### config.mk
export PLATFORM = sky130hd
export DESIGN_NAME = scm_port_arbiter
export DESIGN_NICKNAME = d
export VERILOG_FILES = /design/src/rtl/scm_arb_pkg.sv /design/src/rtl/scm_rr_pick.sv /design/src/rtl/scm_port_arbiter.sv
export SDC_FILE = /design/constraint.sdc
export NUM_CORES = 1
export LEC_CHECK = 0
export CORE_AREA = 2 2 158 160
export CTS_CLUSTER_DIAMETER = 60
export DETAILED_ROUTE_END_ITERATION = 10
export DIE_AREA = 0 0 160 162
export PLACE_DENSITY = 0.77
export SLEW_MARGIN = 10
export SYNTH_ARGS = -nofsm -noshare
export SYNTH_HDL_FRONTEND = slang
export SYNTH_SLANG_ARGS = --single-unit
export TNS_END_PERCENT = 1
### constraint.sdc
create_clock -name clk -period 86 [get_ports clk]
set_input_delay 25.8 -clock clk [delete_from_list [all_inputs] [get_ports clk]]
set_output_delay 25.8 -clock clk [all_outputs]
set_load 0.05 [all_outputs]
### src/rtl/scm_arb_pkg.sv
// Shared types and helpers for the SCM port arbiter.
//   resp_tag_t : per-requester response bookkeeping {valid, is_write, port_idx}
//   pend_wr_t  : last cycle's SCM write {valid, addr, data}
//   next_rr    : round-robin pointer update from a one-hot "last granted" vector
// Widths are sized for the largest supported configuration; users slice down.
package scm_arb_pkg;

   localparam int unsigned MaxReq   = 8;
   localparam int unsigned PtrW     = 3;
   localparam int unsigned MaxAddrW = 16;
   localparam int unsigned MaxDataW = 64;

   typedef struct packed {
      logic            valid;
      logic            is_write;
      logic [PtrW-1:0] port_idx;
   } resp_tag_t;

   typedef struct packed {
      logic                valid;
      logic [MaxAddrW-1:0] addr;
      logic [MaxDataW-1:0] data;
   } pend_wr_t;

   // Pointer moves to one past the last granted requester, modulo n; it holds
   // when nothing was granted.
   function automatic logic [PtrW-1:0] next_rr(input logic [PtrW-1:0]   ptr,
                                               input logic [MaxReq-1:0] onehot,
                                               input int unsigned       n);
      logic [PtrW-1:0] nxt;
      nxt = ptr;
      for (int unsigned i = 0; i < MaxReq; i++) begin
         if (onehot[i]) nxt = (i + 1 >= n) ? '0 : PtrW'(i + 1);
      end
      return nxt;
   endfunction

endpackage

### src/rtl/scm_rr_pick.sv
// Cyclic first-M-of-N picker.
//   req_i  : request vector
//   ptr_i  : index where the cyclic search starts (must be < N)
//   gnt_o  : up to M granted requesters
//   last_o : one-hot of the last requester granted in search order
//   slot_o : per requester, the order (0..M-1) in which it was granted
module scm_rr_pick
   import scm_arb_pkg::*;
#(
   parameter int unsigned N = 4,
   parameter int unsigned M = 1
) (
   input  logic [N-1:0]           req_i,
   input  logic [PtrW-1:0]        ptr_i,
   output logic [N-1:0]           gnt_o,
   output logic [N-1:0]           last_o,
   output logic [N-1:0][PtrW-1:0] slot_o
);

   always_comb begin
      int unsigned cnt;
      int unsigned pos;
      gnt_o  = '0;
      last_o = '0;
      slot_o = '0;
      cnt    = 0;
      pos    = 0;
      for (int unsigned i = 0; i < N; i++) begin
         pos = 32'(ptr_i) + i;
         if (pos >= N) pos = pos - N;
         // Inner loop keeps every select index constant after unrolling.
         for (int unsigned j = 0; j < N; j++) begin
            if (j == pos && req_i[j] && cnt < M) begin
               gnt_o[j]  = 1'b1;
               slot_o[j] = PtrW'(cnt);
               last_o    = '0;
               last_o[j] = 1'b1;
               cnt++;
            end
         end
      end
   end

endmodule

### src/rtl/scm_port_arbiter.sv
// Round-robin arbiter sharing one latch-based SCM (1 write port, N_READ read
// ports) between N_REQ TCDM-style requesters.
//   req_i/we_i/addr_i/wdata_i : packed requester inputs
//   gnt_o                     : combinational grant
//   r_valid_o/r_rdata_o       : response one cycle after grant
//   ReadEnable/ReadAddr/ReadData, WriteEnable/WriteAddr/WriteData : SCM side
// Build option: define SCM_ARB_BYPASS_EN to serve reads that hit the current or
// previous cycle's write from a registered copy of the write data instead of
// stalling them.
module scm_port_arbiter
   import scm_arb_pkg::*;
#(
   parameter int unsigned N_REQ      = 4,
   parameter int unsigned N_READ     = 2,
   parameter int unsigned ADDR_WIDTH = 5,
   parameter int unsigned DATA_WIDTH = 32
) (
   input  logic                         clk,
   input  logic                         rst_n,
   input  logic [N_REQ-1:0]             req_i,
   input  logic [N_REQ-1:0]             we_i,
   input  logic [N_REQ*ADDR_WIDTH-1:0]  addr_i,
   input  logic [N_REQ*DATA_WIDTH-1:0]  wdata_i,
   output logic [N_REQ-1:0]             gnt_o,
   output logic [N_REQ-1:0]             r_valid_o,
   output logic [N_REQ*DATA_WIDTH-1:0]  r_rdata_o,
   output logic [N_READ-1:0]            ReadEnable,
   output logic [N_READ*ADDR_WIDTH-1:0] ReadAddr,
   input  logic [N_READ*DATA_WIDTH-1:0] ReadData,
   output logic                         WriteEnable,
   output logic [ADDR_WIDTH-1:0]        WriteAddr,
   output logic [DATA_WIDTH-1:0]        WriteData
);

   localparam int unsigned AW = ADDR_WIDTH;
   localparam int unsigned DW = DATA_WIDTH;

   logic [N_REQ-1:0]           wr_req, rd_req_raw, rd_req;
   logic [N_REQ-1:0]           wr_gnt, rd_gnt, wr_last, rd_last;
   logic [N_REQ-1:0][PtrW-1:0] rd_slot, wr_slot_unused;
   logic [N_REQ-1:0]           hit_cur, hit_pend;
   logic [PtrW-1:0]            wr_ptr_q, wr_ptr_d, rd_ptr_q, rd_ptr_d;
   logic [AW-1:0]              wr_addr;
   logic [DW-1:0]              wr_data;
   pend_wr_t                   pend_q, pend_d;
   resp_tag_t [N_REQ-1:0]      tag_q, tag_d;

   assign wr_req     = req_i & we_i;
   assign rd_req_raw = req_i & ~we_i;

   scm_rr_pick #(.N(N_REQ), .M(1)) u_wr_pick (
      .req_i  (wr_req),
      .ptr_i  (wr_ptr_q),
      .gnt_o  (wr_gnt),
      .last_o (wr_last),
      .slot_o (wr_slot_unused)
   );

   scm_rr_pick #(.N(N_REQ), .M(N_READ)) u_rd_pick (
      .req_i  (rd_req),
      .ptr_i  (rd_ptr_q),
      .gnt_o  (rd_gnt),
      .last_o (rd_last),
      .slot_o (rd_slot)
   );

   // Write port mux from the single write winner.
   always_comb begin
      wr_addr = '0;
      wr_data = '0;
      for (int unsigned r = 0; r < N_REQ; r++) begin
         if (wr_gnt[r]) begin
            wr_addr = addr_i[r*AW +: AW];
            wr_data = wdata_i[r*DW +: DW];
         end
      end
   end

   assign WriteEnable = |wr_gnt;
   assign WriteAddr   = wr_addr;
   assign WriteData   = wr_data;

   // The SCM latch only settles during the cycle after WriteEnable, so reads of
   // the address written this cycle or last cycle would see stale data.
   always_comb begin
      hit_cur  = '0;
      hit_pend = '0;
      for (int unsigned r = 0; r < N_REQ; r++) begin
         hit_cur[r]  = WriteEnable && (addr_i[r*AW +: AW] == wr_addr);
         hit_pend[r] = pend_q.valid && (addr_i[r*AW +: AW] == pend_q.addr[AW-1:0]);
      end
   end

`ifdef SCM_ARB_BYPASS_EN
   logic [N_REQ-1:0]         byp_q, byp_d;
   logic [N_REQ-1:0][DW-1:0] byp_data_q, byp_data_d;

   assign rd_req = rd_req_raw;

   // Newest write wins when both the current and previous write hit.
   always_comb begin
      byp_d      = '0;
      byp_data_d = byp_data_q;
      for (int unsigned r = 0; r < N_REQ; r++) begin
         if (rd_gnt[r] && (hit_cur[r] || hit_pend[r])) begin
            byp_d[r]      = 1'b1;
            byp_data_d[r] = hit_cur[r] ? wr_data : pend_q.data[DW-1:0];
         end
      end
   end

   always_ff @(posedge clk or negedge rst_n) begin
      if (!rst_n) begin
         byp_q      <= '0;
         byp_data_q <= '0;
      end else begin
         byp_q      <= byp_d;
         byp_data_q <= byp_data_d;
      end
   end
`else
   assign rd_req = rd_req_raw & ~(hit_cur | hit_pend);
`endif

   // k-th granted reader drives SCM read port k.
   always_comb begin
      ReadEnable = '0;
      ReadAddr   = '0;
      for (int unsigned k = 0; k < N_READ; k++) begin
         for (int unsigned r = 0; r < N_REQ; r++) begin
            if (rd_gnt[r] && rd_slot[r] == PtrW'(k)) begin
               ReadEnable[k]          = 1'b1;
               ReadAddr[k*AW +: AW] = addr_i[r*AW +: AW];
            end
         end
      end
   end

   assign gnt_o = wr_gnt | rd_gnt;

   always_comb begin
      tag_d = '0;
      for (int unsigned r = 0; r < N_REQ; r++) begin
         tag_d[r].valid    = gnt_o[r];
         tag_d[r].is_write = we_i[r];
         tag_d[r].port_idx = rd_slot[r];
      end
   end

   assign pend_d   = '{valid: WriteEnable, addr: MaxAddrW'(wr_addr), data: MaxDataW'(wr_data)};
   assign wr_ptr_d = next_rr(wr_ptr_q, MaxReq'(wr_last), N_REQ);
   assign rd_ptr_d = next_rr(rd_ptr_q, MaxReq'(rd_last), N_REQ);

   always_ff @(posedge clk or negedge rst_n) begin
      if (!rst_n) begin
         wr_ptr_q <= '0;
         rd_ptr_q <= '0;
         pend_q   <= '0;
         tag_q    <= '0;
      end else begin
         wr_ptr_q <= wr_ptr_d;
         rd_ptr_q <= rd_ptr_d;
         pend_q   <= pend_d;
         tag_q    <= tag_d;
      end
   end

   // Writes answer with zero data; reads pick their SCM port (or bypass copy).
   always_comb begin
      r_valid_o = '0;
      r_rdata_o = '0;
      for (int unsigned r = 0; r < N_REQ; r++) begin
         r_valid_o[r] = tag_q[r].valid;
         if (tag_q[r].valid && !tag_q[r].is_write) begin
            for (int unsigned k = 0; k < N_READ; k++) begin
               if (tag_q[r].port_idx == PtrW'(k)) r_rdata_o[r*DW +: DW] = ReadData[k*DW +: DW];
            end
`ifdef SCM_ARB_BYPASS_EN
            if (byp_q[r]) r_rdata_o[r*DW +: DW] = byp_data_q[r];
`endif
         end
      end
   end

   // Upper pend bits exist only for the widest configuration.
   logic unused_pend;
   assign unused_pend = ^pend_q;

endmodule

* Word-level counts from Yosys, hierarchy flattened *
Index checks and enable logic that the tools add are counted.

cells by class
  add/sub/neg operators = 42
  reduce and logical (&&, ||, !) cells = 105
  order comparisons = 38
  bitwise logic cells = 7
  eq/ne operators = 40
  multiplexer cells = 161

operator list
  cell                     count
  $mux W32                 52
  $add A32 B1 Y32 const B  26
  $eq A2 B32 Y1 const A    16
  $lt A32 B1 Y1 const B    14
  $lt A32 B2 Y1 const B    14
  $eq A1 B32 Y1 const A    8
  $logic_not A32 Y1        8
  $ge A32 B3 Y1 const B    6
  $sub A32 B3 Y32 const B  6
  $mux W4                  26
  $logic_and A1 B1 Y1      82
  $mux W3                  24
  $mux W5                  12
  $mux W1                  45
  $eq A5 B5 Y1             8
  $eq A3 B1 Y1 const B     8
  $logic_not A3 Y1         8
  $add A3 B2 Y4 const B    4
  $and A4 B4 Y4            3
  $add A3 B1 Y4 const B    2
  $not A4 Y4               2
  $or A4 B4 Y4             2
  $reduce_bool A4 Y1       2
  $sub A3 B3 Y4 const B    2
  7 further kinds          13

word-level totals
  bits in registers = 32
  word-level logic and storage cells = 409
  input bits = 222
  output and inout bits = 186

* Longest topological paths before layout *
Gate-level depths: netlist of run 1.

  word-level depth = 107
  depth in mapped cells = 112
  mapped depth without buffers = 108

* Cells and area by module *
From an unflattened synthesis of run 1, not the netlist that was laid out.

unflattened totals
  cells, all modules = 1,079
  area total of the unflattened synthesis = 7,478.4 µm²

modules (own cells, without submodules)
  module                    cells each  area an instance (µm²)  sequential area each (µm²)  times used
  scm_port_arbiter          698         4,609.4                 750.7                       1
  scm_rr_pick at u_wr_pick  189         1,462.7                 0.0                         1
  scm_rr_pick at u_rd_pick  192         1,406.3                 0.0                         1

* Least setup slack after synthesis of run 1 *
No wires, ideal clock.

  path kind = input-to-output
  start = input req_i[0]
  end = output ReadAddr[3]
  arrival time = 46.558 ns
  path slack = 13.642 ns
  stages = 106
  required time = 60.200 ns
  path buffers = 4
  cell sequence = and2_1 > nor2_1 > nor3_1 > a21oi_1 > ha_1 > mux2i_1 > a221oi_4 > inv_1 > ha_1 > nand3_1 > xor2_1 > ha_1 > nand3_1 > xor2_1 > inv_1 > ha_1 > nand3_1 > nand3_1 > [70 not listed] > o21bai_1 > ha_1 > nand2_1 > and2_1 > o21ai_0 > ha_1 > nand2_1 > nand3_1 > a31o_2 > ha_1 > a32o_1 > nor4b_1 > and4_1 > o21ai_0 > a21o_1 > buf_1 > a22o_1 > o22ai_1

between the ends
  cells in the longest elaborated chain, start to end = 104
  elaborated cells between the ends (all ways) = 215
  those cells by class = add/sub: 28; order compare: 30; eq/ne: 4; mux: 85; bitwise: 5; reduce/logical: 63

RTL lines
  element                 RTL line                 text
  start, declared         scm_port_arbiter.sv:20   input logic [N_REQ-1:0] req_i,
  $and A4 B4 Y4 (*)       scm_port_arbiter.sv:48   assign wr_req = req_i & we_i;
  $logic_and A1 B1 Y1     scm_rr_pick.sv:33        if (j == pos && req_i[j] && cnt < M) begin
  $mux W1                 scm_rr_pick.sv:33
  $lt A1 B1 Y1            scm_rr_pick.sv:33
  $logic_and A1 B1 Y1     scm_rr_pick.sv:33
  $mux W32                scm_rr_pick.sv:33
  $lt A32 B1 Y1           scm_rr_pick.sv:33
  $logic_and A1 B1 Y1     scm_rr_pick.sv:33
  [41 not listed]         --
  named net WriteAddr[3]  scm_port_arbiter.sv:31   output logic [ADDR_WIDTH-1:0] WriteAddr,
  [47 not listed]         --
  $logic_and A1 B1 Y1     scm_rr_pick.sv:33
  $mux W32                scm_rr_pick.sv:33
  $lt A32 B2 Y1           scm_rr_pick.sv:33
  $logic_and A1 B1 Y1     scm_rr_pick.sv:33
  $mux W3                 scm_rr_pick.sv:33
  $logic_not A3 Y1        scm_port_arbiter.sv:131  if (rd_gnt[r] && rd_slot[r] == PtrW'(k)) begin
  $logic_and A1 B1 Y1     scm_port_arbiter.sv:131
  $mux W5 (*)             scm_port_arbiter.sv:131
  end, declared           scm_port_arbiter.sv:28   output logic [N_READ*ADDR_WIDTH-1:0] ReadAddr,

Mark *: on every way through the listed nets, which the timed path passes. The rest lies on a longest branch.

* Final worst setup path of run 1 *
  start = input we_i[3]
  end = output ReadAddr[5]

between the ends
  cells in the longest elaborated chain, start to end = 96
  elaborated cells between the ends (all ways) = 202
  those cells by class = add/sub: 25; order compare: 27; eq/ne: 8; mux: 79; bitwise: 6; reduce/logical: 57

RTL lines
  element                            RTL line                 text
  start, declared                    scm_port_arbiter.sv:21   input logic [N_REQ-1:0] we_i,
  $and A4 B4 Y4                      scm_port_arbiter.sv:48
  $logic_and A1 B1 Y1 (2 in series)  scm_rr_pick.sv:33
  $mux W32                           scm_rr_pick.sv:33
  $lt A32 B1 Y1                      scm_rr_pick.sv:33
  $logic_and A1 B1 Y1                scm_rr_pick.sv:33
  $mux W32                           scm_rr_pick.sv:33
  $lt A32 B1 Y1                      scm_rr_pick.sv:33
  $logic_and A1 B1 Y1                scm_rr_pick.sv:33
  [79 not listed]                    --
  $logic_and A1 B1 Y1                scm_rr_pick.sv:33
  $mux W32                           scm_rr_pick.sv:33
  $lt A32 B2 Y1                      scm_rr_pick.sv:33
  $logic_and A1 B1 Y1                scm_rr_pick.sv:33
  $mux W3                            scm_rr_pick.sv:33
  $eq A3 B1 Y1                       scm_port_arbiter.sv:131
  $logic_and A1 B1 Y1                scm_port_arbiter.sv:131
  $mux W5 (*)                        scm_port_arbiter.sv:131

Mark *: on every way between the ends. The rest lies on a longest branch, timed or not.

==> run_results.csv, run 1 <==
group,metric,value,unit
status,status,"finished, final reports clean",
timing,finalSetupViolations,0,
worst_setup_path,endpoint_kind,"primary output",
finish,area_growth,55.1,%
routing,via_per_inst,6.23,
yosys,synth_edf_count,0,
routing,drc_errors,0,
worst_setup_path,start_kind,"input port",
routing,num_vias,11800,
power,leakage,0.00451,µW
placement,gp_congestion,1.01,
clocking,clock_sinks,30,
clocking,cts_buffers,5,
floorplan,die_w,160,µm
worst_setup_path,cp_slowest_cell,"clkdlybuf4s50_1",
routing,ant_nets,0,
min_path,whs_endpoint,"rd_ptr_q[1]",
global_routing,grt_max_degree,66,
yosys,post-synth-top-count-cell,"nor2_1",
yosys,yosys-top-cells-area,"a22oi_1 12%, dfrtp_1 9.4%, nor2_1 7.6%",
worst_setup_path,worst-setup-path-type,"input port to primary output",
timing,relSlewSlack,20.4,%
clocking,cts_root_buf,"clkbuf_16",
clocking,cts_tree,"done",
clocking,cts_setup_buffers,0,
global_routing,grt_pass1_wl,65600,µm
yosys,synth_top_area_share,12.3,%
floorplan,row_count,57,
timing,finalCritPeriodShare,88.7,%
timing,min_period,76280,ps
clocking,path_clk_slew,50,ps
yosys,synthArstFlopShare,100,%
worst_setup_path,r2r-end,"tag_q[15]",
clocking,ctsHoldBuffers,0,
yosys,yosys.area.top_type,"a22oi_1",
clocking,h-tree-depth,2,
power,ir_drop,0.0448,mV
routing,drt_pre_antenna_iters,9,
clocking,cts_resized,0,
global_routing,overflow,0,
worst_setup_path,cp_data_arrival_time,50480,ps
timing,max_freq,0.0131,GHz
floorplan,ioPinCount,408,
power,p_per_area,36.6,nW/µm²
timing,rsz0062_at_grt,"false",
run,cap_viol_max_count,0,
yosys,synthTopCellsByCount,"163 x nor2_1, 131 x a22oi_1, 113 x nand2_1",
yosys,yosysWarnings,0,
global_routing,antenna_found_initial,3,
min_path,hp-class,"flip-flop to flip-flop",
timing,setup_tns,0,ps
worst_setup_path,required,60200,ps
worst_setup_path,worstRegToRegCells,101,
finish,fill_cells,2469,
clocking,clockBufferDepth,2,
routing,finalWirelength,44300,µm
min_path,hold_depth,2,
worst_setup_path,timing.rr.start,"wr_ptr_q[0]",
finish,drive_gt1_share,5.16,%
finish,utilization,51.6,%
clocking,clock_latency,280,ps
floorplan,core_region_area,24100,µm²
worst_setup_path,critical_path.max_stage_delay,860,ps
yosys,ys_seq_area_share,9.35,%
yosys,synthCells,1237,
floorplan,start_util,33.3,%
yosys,synth_ff_type,"dfrtp_1",
worst_setup_path,crit_fanout,65,
global_routing,grt_util_all_layers,31.9,%
finish,register_area,751,µm²
floorplan,dieArea,25900,µm²
timing,hold_viol_final,0,
routing,drtIter0Drc,1516,
worst_setup_path,r2r_slack,62050,ps
placement,numPortBuffers,407,
yosys,synth_area,8030,µm²
timing,finClkSkew,4.71,ps
routing,wl_per_cell,23.4,µm
worst_setup_path,cpMostUsedCell,"ha_1",
yosys,avgSynthCellArea,6.49,µm²
floorplan,die_y,162,µm
finish,nNetsFinal,1828,
yosys,ys_types,88,
global_routing,first_global_vias,11100,
min_path,worstHoldStart,"rd_ptr_q[1]",
timing,tightest_slew,1180,ps
placement,place_hpwl,35000,µm
timing,drv_slew,0,
finish,multi_input_area,6710,µm²
yosys,ys_ff_latch,30,
-- final cells by class --
class	count	share of cell area, %
clock buffers	6	1.12
diodes	4	0.0804
repair buffers	427	33.9
multi-input cells	1052	53.9
inverters	53	1.60
flip-flops and latches	30	6.03
clock inverters	2	0.101
well taps	324	3.26
-- state kept, by name, summed over array words and instances, names as in the netlist --
signal and count:
pend_q 6, r_valid_o 4, rd_ptr_q 2, tag_q 16
wr_ptr_q 2
-- cell families (layout without fill, tap and decap cells) --
group	after synthesis	after routing	synth area share, %
simple gates	492	492	29.2
compound gates	442	442	38.6
buf+inv	162	488	8.45
xor+xnor	55	55	6.33
fa+ha+maj	37	37	5.77
flops	30	30	9.35
mux	17	17	2.28
other cells	2	13	0.0936
-- stage by stage --
step	setup slack, ps	instances	power (µW)	instance area, µm²	hold WS [ps]
2_1_floorplan	13640	1244	305	8050	726
3_3_place_gp	11140	1886	428	12300	747
3_5_place_dp	10300	1886	429	12300	775
4_1_cts	10180	1894	450	12400	783
5_1_grt	8000	1897	481	12400	828
6_report	9720	1898	456	12400	786
-- cell usage in the layout, fill, tap and decap left out, drive strengths merged, types with 33 or more instances in the layout --
cell / n
a22oi: 131
clkdlybuf4s50: 407
o21ai: 65
ha: 37
nand2: 113
nor2: 164
nor3: 33
a21oi: 95
nand3: 68
inv: 53
-- per-layer routing --
metal | track usage (%) | up-vias | routed length, µm
met2 | 53.3 | 859 | 20400
met3 | 6.31 | 179 | 4740
met4 | 19.8 | 0 | 3100
met5 | 0 | - | 0
met1 | 37.9 | 5541 | 16100
li1 | - | 5242 | -
-- report_power, final --
group	total, µW	internal [µW]	switching (µW)
sequential	26.1	18.4	7.66
clock	18.4	11.5	6.92
combinational	411	137	275
-- worst max-delay path, delay by kind of cell --
kind	cells	cell delay (ps)
adders and majority gates	22	5480
buffers and inverters	14	3320
muxes	3	910
xor gates and xnor gates	4	830
AOI/OAI and AO/OA	28	6870
and+or+nand+nor	33	7220
-- how the worst max path moves through the flow --
stage | end | slack [ps] | cells after the start | startpoint
3_3_place_gp | ReadAddr[5] | 11140 | 106 | we_i[0]
2_1_floorplan | ReadAddr[3] | 13640 | 106 | req_i[0]
4_1_cts | ReadAddr[5] | 10180 | 106 | we_i[0]
3_5_place_dp | ReadAddr[5] | 10300 | 105 | we_i[0]
6_report | ReadAddr[5] | 9720 | 104 | we_i[3]
5_1_grt | ReadAddr[6] | 8000 | 104 | we_i[0]
Note: power is estimated with default switching activity, not from simulation.
==> run 2, diff against run 1 <==
Settings changed: PLACE_DENSITY 0.77 to 0.76.
==> run 2 against run 1 <==
Effect of this change: first-iteration DRC count fell by 20%; clock power rose by 4%; hold slack improved by 56 ps; highest routed layer unchanged.
==> run_results.csv, run 2 (same netlist as run 1, synthesis figures left out) <==
group,metric,value,unit
floorplan,die_w,160,µm
power,p_per_area,36.5,nW/µm²
worst_setup_path,worst-setup-path-type,"input port to primary output",
timing,rsz0062_at_grt,"false",
worst_setup_path,cp_slowest_cell,"clkdlybuf4s50_1",
finish,area_growth,55.0,%
placement,place_hpwl,34700,µm
power,power.internal,166,µW
clocking,clock_latency,300,ps
routing,drtIter0Drc,1218,
finish,layout_common_cells,"407 x clkdlybuf4s50_1, 163 x nor2_1, 131 x a22oi_1",
routing,via_per_inst,6.23,
floorplan,dieArea,25900,µm²
placement,gp_congestion,1.04,
power,swShare,63.5,%
finish,fin_area,12400,µm²
clocking,h-tree-depth,2,
power,pwr-share-clk,4.2,%
worst_setup_path,cp_data_arrival_time,50840,ps
timing,finClkSkew,18.9,ps
timing,min_period,76640,ps
routing,finalWirelength,44000,µm
worst_setup_path,critical_path.max_stage_delay,860,ps
finish,largest_register_ffs,16,
min_path,hp-class,"flip-flop to flip-flop",
timing,finalCritPeriodShare,89.1,%
clocking,clock_sinks,30,
global_routing,overflow,0,
timing,max_freq,0.0130,GHz
worst_setup_path,cpMostUsedCell,"ha_1",
routing,drt_pre_antenna_iters,7,
clocking,cts_tree,"done",
global_routing,first_global_vias,11200,
power,p_comb_share,90.0,%
worst_setup_path,required,60200,ps
clocking,cts_setup_buffers,0,
clocking,cts_buffers,5,
finish,top_register,"tag_q",
clocking,cts_resized,0,
floorplan,die_y,162,µm
timing,hold_viol_final,0,
timing,finalSetupViolations,0,
power,p_sw,289,µW
worst_setup_path,start_kind,"input port",
timing,drv_slew,0,
clocking,clockBufferDepth,2,
run,cap_viol_max_count,0,
global_routing,antenna_found_initial,1,
timing,fin_hold_ws,842,ps
clocking,ctsHoldBuffers,0,
timing,relSlewSlack,34.6,%
power,leakage,0.00451,µW
clocking,path_clk_slew,70,ps
power,p_seq_share,5.8,%
routing,num_vias,11800,
finish,layout_commonest_cell,"clkdlybuf4s50_1",
routing,ant_nets,0,
global_routing,grt_max_degree,74,
routing,drc_errors,0,
floorplan,start_util,33.3,%
placement,place_area,12300,µm²
timing,tightest_slew,973,ps
power,ir_drop,0.0378,mV
timing,setup_tns,0,ps
global_routing,grt_pass1_wl,65800,µm
floorplan,core_region_area,24100,µm²
routing,wl_per_cell,23.2,µm
finish,nNetsFinal,1827,
status,status,"finished, final reports clean",
placement,numPortBuffers,407,
worst_setup_path,crit_fanout,65,
clocking,cts_root_buf,"clkbuf_16",
global_routing,grt_util_all_layers,32.0,%
finish,drive_gt1_share,5.16,%
floorplan,ioPinCount,408,
worst_setup_path,endpoint_kind,"primary output",
floorplan,row_count,57,
==> run 2: final timing paths <==
kind                            cells past startpoint      endpoint        start  slack, ps
worst max-delay path                              105   ReadAddr[9]      we_i[0]       9360
worst min register to register                      2   rd_ptr_q[0]  rd_ptr_q[0]        840
worst max register to register                    101     tag_q[15]  wr_ptr_q[0]      61730
min in group asynchronous                           2   rd_ptr_q[0]        rst_n      25900
worst min-delay path                                2   rd_ptr_q[0]  rd_ptr_q[0]        840
max in group asynchronous                           2  r_valid_o[1]        rst_n      59760
==> run 2: per-stage QoR <==
stage / utilization [%] / instances / total power, µW / setup slack [ps]
final: 51.6 / 1894 / 455 / 9360
after global placement: 50.9 / 1885 / 428 / 10390
after detailed placement: 50.9 / 1885 / 428 / 9960
after CTS: 51.6 / 1893 / 450 / 9810
after floorplan: - / 1244 / 305 / 13640
after global routing: 51.6 / 1894 / 483 / 7470
==> run 2: cell type report <==
cell class	instances	area, µm²
clock inverter	2	12.5
fill	2461	11700
inverter	53	199
antenna	1	2.50
timing repair buffer	426	4220
tap	324	405
clock buffer	6	139
multi-input combinational	1052	6710
sequential	30	751
==> run 2: worst max-delay path, delay by kind of cell <==
family,cells,cell delay [ps]
and+or+nand+nor,36,7820
AOI/OAI and AO/OA,24,6120
adders and majority gates,22,5490
buffers and inverters,14,3200
xor gates and xnor gates,7,1890
muxes,2,510
==> run 2: power by group through the flow <==
stage,Combinational (µW),Clock [µW],Sequential (µW)
5_1_grt,437,19.8,26.8
4_1_cts,404,19.3,26.1
3_5_place_dp,402,0,26.4
6_report,409,19.2,26.4
3_3_place_gp,402,0,26.4
2_1_floorplan,284,0,21.1
==> run 2: layer usage <==
metal | track usage (%) | vias up | part of all wire [%]
li1 | - | 5257 | -
met1 | 37.8 | 5579 | 37
met2 | 55.7 | 834 | 48
met3 | 5.31 | 124 | 9.5
met4 | 16.9 | 0 | 5.8
met5 | 0 | - | 0
